`src/rtl/sd_cmd_phy_if.sv`:
```
// Host control/status and card command-line signals of sd_cmd_phy.
// master = host controller and card line model, slave = the command PHY.
interface sd_cmd_phy_if;
  logic         start;
  logic [5:0]   cmd_index;
  logic [31:0]  cmd_arg;
  logic [1:0]   resp_type;
  logic         busy;
  logic         done;
  logic [119:0] resp;
  logic         timeout_err;
  logic         crc_err;
  logic         index_err;
  logic         end_err;
  logic         cmd_en;
  logic         cmd_out;
  logic         cmd_in;

  modport master (
    output start, cmd_index, cmd_arg, resp_type, cmd_in,
    input  busy, done, resp, timeout_err, crc_err, index_err, end_err, cmd_en, cmd_out
  );

  modport slave (
    input  start, cmd_index, cmd_arg, resp_type, cmd_in,
    output busy, done, resp, timeout_err, crc_err, index_err, end_err, cmd_en, cmd_out
  );
endinterface

```
`src/rtl/sd_cmd_phy.sv`:
```
// Host-side SD command line engine: CRC7 command TX, response wait with timeout, response RX.
// Define SD_CMD_RESP_CRC_CHECK_EN to build the response CRC7 checker; otherwise crc_err is 0.
module sd_cmd_phy #(
  parameter int unsigned NCR_MAX = 64,
  parameter int unsigned NCC_GAP = 8
) (
  input logic         sd_clk,
  input logic         rst,
  sd_cmd_phy_if.slave bus
);
  typedef enum logic [2:0] {StIdle, StTx, StTurn, StWait, StRx, StDone, StGap} state_e;

  localparam logic [7:0] NcrLast = 8'(NCR_MAX - 1);
  localparam logic [7:0] GapLast = 8'(NCC_GAP - 1);

  function automatic logic [6:0] crc7_step(input logic [6:0] crc, input logic din);
    logic fb;
    fb = crc[6] ^ din;
    return {crc[5:0], 1'b0} ^ {3'b000, fb, 2'b00, fb};
  endfunction

  state_e       state_q;
  logic [7:0]   cnt_q;
  logic [46:0]  tx_sr_q;
  logic [119:0] pay_q;
  logic [5:0]   idx_q;
  logic [1:0]   type_q;
  logic         busy_q, done_q, cmd_en_q, cmd_out_q;
  logic         timeout_q, index_err_q, end_err_q;
  logic [119:0] resp_q;
`ifdef SD_CMD_RESP_CRC_CHECK_EN
  logic [6:0]   crc_q, crc_rx_q;
  logic         crc_err_q;
`endif

  logic [39:0] tx_body;
  logic [6:0]  tx_crc;
  logic [47:0] tx_frame;

  always_comb begin
    tx_body = {2'b01, bus.cmd_index, bus.cmd_arg};
    tx_crc  = '0;
    for (int i = 39; i >= 0; i--) begin
      tx_crc = crc7_step(tx_crc, tx_body[i]);
    end
    tx_frame = {tx_body, tx_crc, 1'b1};
  end

  // cnt_q is shared: TX bits left, turnaround, NCR wait, RX bits left, gap.
  always_ff @(posedge sd_clk or posedge rst) begin
    if (rst) begin
      state_q     <= StIdle;
      cnt_q       <= '0;
      tx_sr_q     <= '0;
      pay_q       <= '0;
      idx_q       <= '0;
      type_q      <= '0;
      busy_q      <= 1'b0;
      done_q      <= 1'b0;
      cmd_en_q    <= 1'b0;
      cmd_out_q   <= 1'b1;
      timeout_q   <= 1'b0;
      index_err_q <= 1'b0;
      end_err_q   <= 1'b0;
      resp_q      <= '0;
`ifdef SD_CMD_RESP_CRC_CHECK_EN
      crc_q       <= '0;
      crc_rx_q    <= '0;
      crc_err_q   <= 1'b0;
`endif
    end else begin
      done_q <= 1'b0;
      unique case (state_q)
        StIdle: begin
          if (bus.start) begin
            state_q     <= StTx;
            busy_q      <= 1'b1;
            idx_q       <= bus.cmd_index;
            type_q      <= bus.resp_type;
            resp_q      <= '0;
            timeout_q   <= 1'b0;
            index_err_q <= 1'b0;
            end_err_q   <= 1'b0;
`ifdef SD_CMD_RESP_CRC_CHECK_EN
            crc_err_q   <= 1'b0;
`endif
            cmd_en_q    <= 1'b1;
            cmd_out_q   <= tx_frame[47];
            tx_sr_q     <= tx_frame[46:0];
            cnt_q       <= 8'd47;
          end
        end
        StTx: begin
          if (cnt_q == 8'd0) begin
            cmd_en_q  <= 1'b0;
            cmd_out_q <= 1'b1;
            if (type_q == 2'b00) begin
              state_q <= StDone;
              done_q  <= 1'b1;
            end else begin
              state_q <= StTurn;
              cnt_q   <= 8'd1;
            end
          end else begin
            cmd_out_q <= tx_sr_q[46];
            tx_sr_q   <= {tx_sr_q[45:0], 1'b1};
            cnt_q     <= cnt_q - 8'd1;
          end
        end
        StTurn: begin
          if (cnt_q == 8'd0) begin
            state_q <= StWait;
            cnt_q   <= 8'd1;
          end else begin
            cnt_q <= cnt_q - 8'd1;
          end
        end
        StWait: begin
          if (!bus.cmd_in) begin
            state_q <= StRx;
            cnt_q   <= (type_q == 2'b10) ? 8'd135 : 8'd47;
            pay_q   <= '0;
`ifdef SD_CMD_RESP_CRC_CHECK_EN
            crc_q   <= '0;
`endif
          end else if (cnt_q == NcrLast) begin
            state_q   <= StDone;
            done_q    <= 1'b1;
            timeout_q <= 1'b1;
          end else begin
            cnt_q <= cnt_q + 8'd1;
          end
        end
        StRx: begin
          // Incoming bit has frame index cnt_q-1; payload keeps frame[127:8] / frame[47:8].
          if (cnt_q >= 8'd9) pay_q <= {pay_q[118:0], bus.cmd_in};
`ifdef SD_CMD_RESP_CRC_CHECK_EN
          if (cnt_q >= 8'd9 && cnt_q <= 8'd128) crc_q <= crc7_step(crc_q, bus.cmd_in);
          if (cnt_q >= 8'd2 && cnt_q <= 8'd8) crc_rx_q <= {crc_rx_q[5:0], bus.cmd_in};
`endif
          if (cnt_q == 8'd1) begin
            state_q   <= StDone;
            done_q    <= 1'b1;
            end_err_q <= !bus.cmd_in;
            resp_q    <= (type_q == 2'b10) ? pay_q : {88'd0, pay_q[31:0]};
            if (type_q == 2'b01) index_err_q <= (pay_q[37:32] != idx_q);
`ifdef SD_CMD_RESP_CRC_CHECK_EN
            if (type_q != 2'b11) crc_err_q <= (crc_q != crc_rx_q);
`endif
          end else begin
            cnt_q <= cnt_q - 8'd1;
          end
        end
        StDone: begin
          state_q <= StGap;
          cnt_q   <= GapLast;
        end
        StGap: begin
          if (cnt_q == 8'd0) begin
            state_q <= StIdle;
            busy_q  <= 1'b0;
          end else begin
            cnt_q <= cnt_q - 8'd1;
          end
        end
        default: state_q <= StIdle;
      endcase
    end
  end

  assign bus.busy        = busy_q;
  assign bus.done        = done_q;
  assign bus.resp        = resp_q;
  assign bus.timeout_err = timeout_q;
  assign bus.index_err   = index_err_q;
  assign bus.end_err     = end_err_q;
  assign bus.cmd_en      = cmd_en_q;
  assign bus.cmd_out     = cmd_out_q;
`ifdef SD_CMD_RESP_CRC_CHECK_EN
  assign bus.crc_err     = crc_err_q;
`else
  assign bus.crc_err     = 1'b0;
`endif
endmodule

```
`src/flat_wrapper.sv`:
```
// flat-port wrapper written by rule: the top's interface ports become plain ports
module sd_cmd_phy_flat 
#(
  parameter int unsigned NCR_MAX = 64,
  parameter int unsigned NCC_GAP = 8
)
  (sd_clk, rst, bus_start, bus_cmd_index, bus_cmd_arg, bus_resp_type, bus_cmd_in, bus_busy, bus_done, bus_resp, bus_timeout_err, bus_crc_err, bus_index_err, bus_end_err, bus_cmd_en, bus_cmd_out);
  sd_cmd_phy_if bus_i ();
  input logic sd_clk;
  input logic rst;
  input wire logic [$bits(bus_i.start)-1:0] bus_start;
  input wire logic [$bits(bus_i.cmd_index)-1:0] bus_cmd_index;
  input wire logic [$bits(bus_i.cmd_arg)-1:0] bus_cmd_arg;
  input wire logic [$bits(bus_i.resp_type)-1:0] bus_resp_type;
  input wire logic [$bits(bus_i.cmd_in)-1:0] bus_cmd_in;
  output wire logic [$bits(bus_i.busy)-1:0] bus_busy;
  output wire logic [$bits(bus_i.done)-1:0] bus_done;
  output wire logic [$bits(bus_i.resp)-1:0] bus_resp;
  output wire logic [$bits(bus_i.timeout_err)-1:0] bus_timeout_err;
  output wire logic [$bits(bus_i.crc_err)-1:0] bus_crc_err;
  output wire logic [$bits(bus_i.index_err)-1:0] bus_index_err;
  output wire logic [$bits(bus_i.end_err)-1:0] bus_end_err;
  output wire logic [$bits(bus_i.cmd_en)-1:0] bus_cmd_en;
  output wire logic [$bits(bus_i.cmd_out)-1:0] bus_cmd_out;
  assign bus_i.start = bus_start;
  assign bus_i.cmd_index = bus_cmd_index;
  assign bus_i.cmd_arg = bus_cmd_arg;
  assign bus_i.resp_type = bus_resp_type;
  assign bus_i.cmd_in = bus_cmd_in;
  assign bus_busy = bus_i.busy;
  assign bus_done = bus_i.done;
  assign bus_resp = bus_i.resp;
  assign bus_timeout_err = bus_i.timeout_err;
  assign bus_crc_err = bus_i.crc_err;
  assign bus_index_err = bus_i.index_err;
  assign bus_end_err = bus_i.end_err;
  assign bus_cmd_en = bus_i.cmd_en;
  assign bus_cmd_out = bus_i.cmd_out;
  sd_cmd_phy #(.NCR_MAX(NCR_MAX), .NCC_GAP(NCC_GAP)) u_core (.sd_clk(sd_clk), .rst(rst), .bus(bus_i));
endmodule
```
`config.mk`:
```
export PLATFORM = sky130hd
export DESIGN_NAME = sd_cmd_phy_flat
export DESIGN_NICKNAME = d
export VERILOG_FILES = /design/src/rtl/sd_cmd_phy_if.sv /design/src/rtl/sd_cmd_phy.sv /design/src/flat_wrapper.sv
export SDC_FILE = /design/constraint.sdc
export NUM_CORES = 1
export LEC_CHECK = 0
export CORE_MARGIN = 5
export CORE_UTILIZATION = 24
export DETAILED_ROUTE_END_ITERATION = 7
export PLACE_DENSITY_LB_ADDON = 0.2
export SETUP_SLACK_MARGIN = 0.02
export SYNTH_ARGS = -nofsm -noshare
export SYNTH_HDL_FRONTEND = slang
export SYNTH_SLANG_ARGS = --single-unit
```
`constraint.sdc`:
```
create_clock -name sd_clk -period 32.1 [get_ports sd_clk]
set_input_delay 9.63 -clock sd_clk [delete_from_list [all_inputs] [get_ports sd_clk]]
set_output_delay 9.63 -clock sd_clk [all_outputs]
set_load 0.02 [all_outputs]
```
---- Word-level counts from Yosys, hierarchy flattened ----
Cells that the tools add are included.
word-level totals
  logic and storage cells ................. 188
  register bits ........................... 313
  input port bits ......................... 44
cells by class
  reduce and logical (&&, ||, !) cells .... 21
  $add $sub $neg .......................... 2
  bitwise operators ....................... 73
  equal/unequal tests ..................... 27
  $lt $le $gt $ge ......................... 1
  muxes and demuxes ....................... 50
operators with widths
  cell                   number
  $mux W120              5
  $pmux W120 S2          2
  $xor A7 B4 Y7          36
  $mux W47               2
  $pmux W47 S2           1
  $mux W8                9
  $pmux W8 S7            1
  $xor A1 B1 Y1          35
  $mux W3                8
  $pmux W3 S7            1
  $reduce_and A3 Y1      5
  $mux W1                14
  $ne A2 B1 Y1 const B   7
  $ne A2 B2 Y1 const B   6
  $pmux W1 S2            6
  $reduce_and A6 Y1      2
  $reduce_bool A2 Y1     5
  $eq A3 B3 Y1 const B   3
  $add A8 B1 Y8 const B  1
  $eq A8 B1 Y1 const B   1
  $eq A8 B6 Y1 const B   1
  $ge A8 B4 Y1 const B   1
  $logic_not A8 Y1       1
  $reduce_and A4 Y1      2
  other kinds (16)       19

---- Depth between registers and ports, before layout ----
Gate-level depths: netlist of run 1.
  depth in word-level cells ............... 74
  mapped depth ............................ 11

---- Worst setup path after synthesis of run 1 ----
No wires, ideal clock.
  path kind ............................... input-to-reg
  start point ............................. in bus_cmd_index[2]
  end point ............................... reg u_core.tx_sr_q[2]
  slack ................................... 20543 ps
  arrival ................................. 11435 ps
  required time ........................... 31979 ps
  setup time .............................. 121 ps
  stages on the path ...................... 7
  path through ............................ xnor2_2 > xnor3_2 > xnor3_2 > xnor2_2 > xnor3_1 > nor2_1 > o21ai_1
between the ends
  longest elaborated chain between the ends .. 44
RTL lines
  item                                            RTL line                            source
  from (decl)                                     flat_wrapper.sv:12                  input wire logic [$bits(bus_i.cmd_index)-1:0] bus_cmd_index;
  $xor A1 B1 Y1 *                                 sd_cmd_phy.sv:18                    fb = crc[6] ^ din;
  $xor A7 B4 Y7 * (4 in a row)                    sd_cmd_phy.sv:19                    return {crc[5:0], 1'b0} ^ {3'b000, fb, 2'b00, fb};
  $xor A1 B1 Y1 or $xor A7 B4 Y7 (tied branches)  sd_cmd_phy.sv:18, sd_cmd_phy.sv:19
  $xor A7 B4 Y7 * (4 in a row)                    sd_cmd_phy.sv:19
  $xor A1 B1 Y1 or $xor A7 B4 Y7 (tied branches)  sd_cmd_phy.sv:18, sd_cmd_phy.sv:19
  $xor A7 B4 Y7 * (4 in a row)                    sd_cmd_phy.sv:19
  $xor A1 B1 Y1 or $xor A7 B4 Y7 (tied branches)  sd_cmd_phy.sv:18, sd_cmd_phy.sv:19
  $xor A7 B4 Y7 * (7 in a row)                    sd_cmd_phy.sv:19
  $xor A1 B1 Y1 or $xor A7 B4 Y7 (tied branches)  sd_cmd_phy.sv:18, sd_cmd_phy.sv:19
  $xor A7 B4 Y7 * (7 in a row)                    sd_cmd_phy.sv:19
  $xor A1 B1 Y1 or $xor A7 B4 Y7 (tied branches)  sd_cmd_phy.sv:18, sd_cmd_phy.sv:19
  $xor A7 B4 Y7 * (7 in a row)                    sd_cmd_phy.sv:19
  $xor A1 B1 Y1 *                                 sd_cmd_phy.sv:18
  $xor A7 B4 Y7 * (2 in a row)                    sd_cmd_phy.sv:19
  $mux W47 *                                      sd_cmd_phy.sv:75                    if (bus.start) begin
  $pmux W47 S2 *                                  sd_cmd_phy.sv:73                    unique case (state_q)
  to (signal assigned)                            sd_cmd_phy.sv:89                    tx_sr_q <= tx_frame[46:0];
  to (signal assigned)                            sd_cmd_phy.sv:106                   tx_sr_q <= {tx_sr_q[45:0], 1'b1};
  to (decl)                                       sd_cmd_phy.sv:24                    logic [46:0] tx_sr_q;
Mark *: on every way between the ends. The rest lies on a longest branch, timed or not. The select of a mux whose other input is x is not followed.
A chain may end at the register's enable or synchronous reset.

---- Worst setup path in the final report of run 1 ----
  start point ............................. in bus_start
  end point ............................... reg u_core.resp_q[112] (netlist: u_core.bus.resp[112])
between the ends
  longest elaborated chain between the ends .. 2
RTL lines
  item                         RTL line            source
  from (decl)                  flat_wrapper.sv:11  input wire logic [$bits(bus_i.start)-1:0] bus_start;
  $ne A2 B2 Y1 (no line)       --
  $reduce_and A3 Y1 (no line)  --
  to (signal assigned)         sd_cmd_phy.sv:145   resp_q <= (type_q == 2'b10) ? pay_q : {88'd0, pay_q[31:0]};
  to (decl)                    sd_cmd_phy.sv:30    logic [119:0] resp_q;
Every way passes these cells.

==> flow_summary.yaml, run 1 <==
floorplan:
  die-area_mm2: 0.0627
  die_h_um: 250
  rows: 88
  core-area_mm2: 0.0575
  ios: 172
  die_w_um: 250
  start_util: 0.241
layout:
  layout.nets: 1699
  layout.cells.non_filler: 2445
  final_util: 0.304
  drive_above_1_share: 0.0584
  multiInputGateArea_mm2: 0.00555
  regArea_mm2: 0.00783
  fillers: 6096
  area_growth_pct: 26.1
power:
  p_per_area_mw_per_mm2: 76.8
  swShare: 0.367
  p_int_uw: 850
  p_leak_nw: 7.07
  p_sw_uw: 494
  ir_drop_v: 0.0000410
  seqPwrFrac: 0.364
  power_frac_comb: 0.312
  p_clk_frac: 0.324
place:
  dp.cells: 2375
  hpwl_um: 23300
  place.port_buffers: 170
  gp_congestion: 0.793
min_path:
  min_from: "u_core.bus.resp[79]$_DFFE_PP0P_"
  hold_class: "register to register"
detailed_routing:
  drc: 0
  dr.first_iter.drc_count: 569
  firstDrtPassIters: 5
  vias: 10535
  routed_wl_um: 35900
  viasPerCell: 4.31
  postRouteAntennaNets: 0
  routedWlPerCell_um: 14.7
timing:
  fin_crit_sh: 0.371
  final-hold-violation-count: 0
  rsz0062_at_grt: "no"
  clock-skew-final_ns: 0.0144
  tightest_slew_ns: 1.13
  clock.fmax_mhz: 84.0
  slew_violations: 0
  setup_viol: 0
  max_slew_margin: 0.246
  final.setup.tns_ns: 0
  period_minus_slack_ns: 11.91
clocking:
  clk_latency_ns: 0.54
  tritoncts: "done"
  cts_hold_buf: 0
  clkTransAtPathRegs_ns: 0.06
  cts_made_buffers: 40
  cts-htree-levels: 2
  root_buffer: "clkbuf_16"
  cts_setup_buffers: 0
  clk_path_buf_depth: 3
  ctsResizeCount: 0
  clock_sinks: 313
global_route:
  grt_pass1_wl_um: 58200
  grt_max_degree: 113
  globalRouteOverflowTotal: 0
  gr-usage-met1: 0.154
  grt_busiest_layer: "met2"
  met3_usage: 0.0280
  use_met2: 0.174
  grt_usage: 0.112
  antenna_found_initial: 1
  first_global_vias: 10372
synthesis:
  synthArstFlopShare: 1.00
  ys_seq_elements: 313
  syn_inst: 1534
  yosysSeqAreaShare: 0.565
  ys_dominant_reg_cell: "dfrtp_1"
  ys_warn_count: 0
  avgSynthCellArea_um2: 9.04
  syn-num-nets: 1581
  synth_cell_types: 52
  syn_area_mm2: 0.0139
  synth_edf_count: 0
flow_run:
  maxCapViolCount: 0
run_status:
  status: "complete, no violations"
worst_setup_path:
  crit_arrival_ns: 12.29
  crit_type: "input port to register"
  start_kind: "input port"
  cp.required_ns: 32.48
  timing.rr.start: "u_core.state_q[2]$_DFFE_PP0P_"
  critPathCaptureType: "register"
  critPathMaxFanout: 102
  crit_start: "bus_start"
routing by layer:
metal	part of all wire	vias to the layer above	routed length (um)
met5	0	-	0
met4	0.019	0	685
met3	0.053	49	1920
met2	0.45	209	16200
met1	0.48	4972	17100
li1	-	5305	-
synthesized netlist by cell type, drive strengths merged (6+ instances only):
cell / instances / area, um^2
o31ai: 6 / 45.0
xnor2: 49 / 467
clkbuf: 90 / 338
inv: 9 / 33.8
nand2: 554 / 2080
nand3: 8 / 40.0
buf: 18 / 148
a31oi: 41 / 257
dfrtp: 312 / 7810
xnor3: 11 / 251
a21oi: 14 / 70.1
o21ai: 274 / 1370
mux2: 7 / 78.8
xor2: 19 / 166
nor2: 60 / 225
cell families (layout without fill, tap and decap cells):
group           after synthesis  in the layout  synth area share
fa+ha+maj                     3              3           0.00271
mux                           7              7           0.00569
compound gates              363            363             0.142
xor+xnor                     79             79            0.0638
simple gates                651            651             0.183
flops                       313            313             0.565
other cells                   1              2          0.000271
buf+inv                     117            262            0.0375
cell usage in the layout, fill, tap and decap left out, types with 12 or more instances in the layout:
cell / netlist / final
xnor2_1: 44 / 44
clkbuf_1: 90 / 12
a31oi_1: 41 / 41
o21ai_0: 270 / 270
dfrtp_1: 312 / 312
nand2_1: 554 / 553
nor2_1: 60 / 59
buf_4: 2 / 14
a21oi_1: 14 / 14
xor2_1: 19 / 19
clkbuf_16: 0 / 41
clkdlybuf4s50_1: 0 / 170
worst max-delay path: stages:
cell             delay [ns]
clkdlybuf4s50_1        0.43
nand2_1                0.58
o21a_4                 0.55
buf_4                  0.76
o21ai_0                0.23
area by class of cell:
cell class              instances  area share
diodes                          1    0.000143
multi-input cells            1104       0.318
repair buffers                184       0.103
flip-flops and latches        313       0.448
clock inverters                 8     0.00616
inverters                       9     0.00236
well taps                     765      0.0548
clock buffers                  61      0.0676
through the flow:
step           power [mW]  area, um^2  setup slack (ns)  hold slack [ns]
5_1_grt              1.44       17500             19.94            0.493
4_1_cts              1.37       17500             20.18            0.471
3_5_place_dp        0.925       16200             19.58            0.457
6_report             1.34       17500             20.19            0.473
3_3_place_gp        0.917       16200             19.65            0.456
2_1_floorplan       0.819       13900             13.81            0.434
power by group through the flow:
| stage | Combinational (mW) | Sequential [mW] | Clock, mW |
|---|---|---|---|
| finish | 0.420 | 0.489 | 0.435 |
| global route | 0.474 | 0.496 | 0.470 |
| CTS | 0.430 | 0.488 | 0.454 |
| detailed placement | 0.430 | 0.494 | 0 |
| global placement | 0.423 | 0.494 | 0 |
| floorplan | 0.337 | 0.482 | 0 |
registers in the layout (all words and copies together), names as in the netlist:
signal,cells
u_core.cnt_q,8
u_core.bus.busy,1
u_core.bus.done,1
u_core.bus.cmd_out,1
u_core.bus.index_err,1
u_core.tx_sr_q,47
u_core.bus.cmd_en,1
u_core.bus.resp,120
u_core.idx_q,6
u_core.pay_q,120
u_core.state_q,3
u_core.bus.timeout_err,1
u_core.bus.end_err,1
u_core.type_q,2
path summary, 6_finish.rpt:
path                       slack [ns]                                to  cells past startpoint
setup reg to reg                28.58  u_core.bus.resp[112]$_DFFE_PP0P_                      5
hold reg to reg                  0.47   u_core.bus.resp[79]$_DFFE_PP0P_                      2
hold / removal                   0.47   u_core.bus.resp[79]$_DFFE_PP0P_                      2
setup / recovery                20.19  u_core.bus.resp[112]$_DFFE_PP0P_                      5
min in group asynchronous        9.61   u_core.bus.resp[95]$_DFFE_PP0P_                      2
max in group asynchronous       20.96  u_core.bus.resp[115]$_DFFE_PP0P_                      3
Note: power is estimated with default switching activity, not from simulation.
==> run 2, diff against run 1 <==
==> constraint.sdc (replaced) <==
create_clock -name sd_clk -period 10.76 [get_ports sd_clk]
set_input_delay 3.228 -clock sd_clk [delete_from_list [all_inputs] [get_ports sd_clk]]
set_output_delay 3.228 -clock sd_clk [all_outputs]
set_load 0.02 [all_outputs]
==> flow_summary.yaml, run 2 (same netlist as run 1, synthesis figures left out) <==
flow_run:
  maxCapViolCount: 0
layout:
  layout_common_cells: "nand2_1, dfrtp_1, o21ai_0"
  area_growth_pct: 27.0
  layout.nets: 1700
  drive_above_1_share: 0.0630
  fin_area_mm2: 0.0176
  mostFrequentLayoutCell: "nand2_1"
global_route:
  grt_max_degree: 174
  antenna_found_initial: 2
  first_global_vias: 10459
  globalRouteOverflowTotal: 0
  grt_usage: 0.115
  grt_pass1_wl_um: 59500
run_status:
  status: "complete, no violations"
worst_setup_path:
  crit_type: "input port to register"
  rrSetupSlack_ns: 7.08
  start_kind: "input port"
  crit_arrival_ns: 6.36
  reg2reg_depth: 7
  critPathMaxFanout: 108
  timing.rr.start: "u_core.state_q[1]$_DFFE_PP0P_"
  worstReg2RegEnd: "u_core.pay_q[97]$_DFFE_PP0P_"
  cp.required_ns: 11.15
  critPathCaptureType: "register"
timing:
  max_slew_margin: 0.333
  clock-skew-final_ns: 0.0134
  slew_violations: 0
  setup_viol: 0
  final.setup.tns_ns: 0
  final-hold-violation-count: 0
  fin_crit_sh: 0.554
  clock.fmax_mhz: 168
  period_minus_slack_ns: 5.96
  tightest_slew_ns: 1.00
  rsz0062_at_grt: "no"
floorplan:
  die_w_um: 250
  die_h_um: 250
  start_util: 0.241
  die-area_mm2: 0.0627
  ios: 172
  rows: 88
  core-area_mm2: 0.0575
clocking:
  cts_made_buffers: 40
  cts_hold_buf: 0
  ctsResizeCount: 0
  clk_path_buf_depth: 3
  clock_sinks: 313
  cts_setup_buffers: 0
  clk_latency_ns: 0.56
  cts-htree-levels: 2
  clkTransAtPathRegs_ns: 0.06
  tritoncts: "done"
  root_buffer: "clkbuf_16"
detailed_routing:
  vias: 10533
  postRouteAntennaNets: 0
  viasPerCell: 4.30
  dr.first_iter.drc_count: 540
  routed_wl_um: 36300
  drc: 0
  routedWlPerCell_um: 14.8
  firstDrtPassIters: 5
power:
  ir_drop_v: 0.000122
  p_per_area_mw_per_mm2: 234
  p_leak_nw: 7.14
min_path:
  hold_depth: 1
  min_from: "u_core.tx_sr_q[0]$_DFFE_PP0P_"
  hold_class: "register to register"
  min_to: "u_core.tx_sr_q[0]$_DFFE_PP0P_"
place:
  post_dp_cell_area_mm2: 0.0162
  hpwl_um: 23400
  gp_congestion: 0.802
  place.port_buffers: 170
run 2: worst max-delay path by stage:
stage | start | end | slack, ns | cells after the start
CTS | bus_cmd_in | u_core.pay_q[87]$_DFFE_PP0P_ | 4.79 | 6
global placement | bus_cmd_in | u_core.pay_q[89]$_DFFE_PP0P_ | 4.24 | 6
global route | bus_cmd_in | u_core.pay_q[90]$_DFFE_PP0P_ | 4.46 | 6
floorplan | rst | u_core.bus.busy$_DFFE_PP0P_ | 3.36 | 1
finish | bus_cmd_in | u_core.pay_q[97]$_DFFE_PP0P_ | 4.80 | 6
detailed placement | bus_cmd_in | u_core.pay_q[90]$_DFFE_PP0P_ | 4.17 | 6
run 2: area by class of cell:
cell class / count / area (um^2)
antenna: 1 / 2.50
clock buffer: 59 / 1190
clock inverter: 13 / 205
fill: 6090 / 39900
inverter: 9 / 37.5
multi-input combinational: 1104 / 5550
sequential: 313 / 7830
tap: 765 / 957
timing repair buffer: 185 / 1830
run 2: through the flow:
stage / std cells / hold slack, ns / utilization / setup WS [ns] / total power, mW
floorplan: 1534 / 0.434 / - / 3.36 / 2.44
global placement: 2376 / 0.451 / 0.282 / 4.24 / 2.74
detailed placement: 2376 / 0.455 / 0.282 / 4.17 / 2.76
CTS: 2448 / 0.472 / 0.306 / 4.79 / 4.22
global route: 2448 / 0.487 / 0.306 / 4.46 / 4.41
finish: 2449 / 0.473 / 0.306 / 4.80 / 4.12
run 2: per-layer routing:
metal,global-route usage,up-vias,part of all wire
met5,0,-,0.00036
met4,0.0267,2,0.017
met3,0.0343,49,0.057
met2,0.176,180,0.44
met1,0.160,4998,0.49
li1,-,5304,-
run 2: worst max-delay path, cell delays in order:
cell             delay [ns]
clkdlybuf4s50_1        0.73
o21ai_0                0.24
nand2_4                0.42
buf_4                  0.61
buf_4                  0.79
o21ai_0                0.23
run 2: report_power, final:
| part | switching (mW) | internal [mW] |
|---|---|---|
| sequential | 0.113 | 1.33 |
| combinational | 0.843 | 0.425 |
| clock | 0.539 | 0.871 |
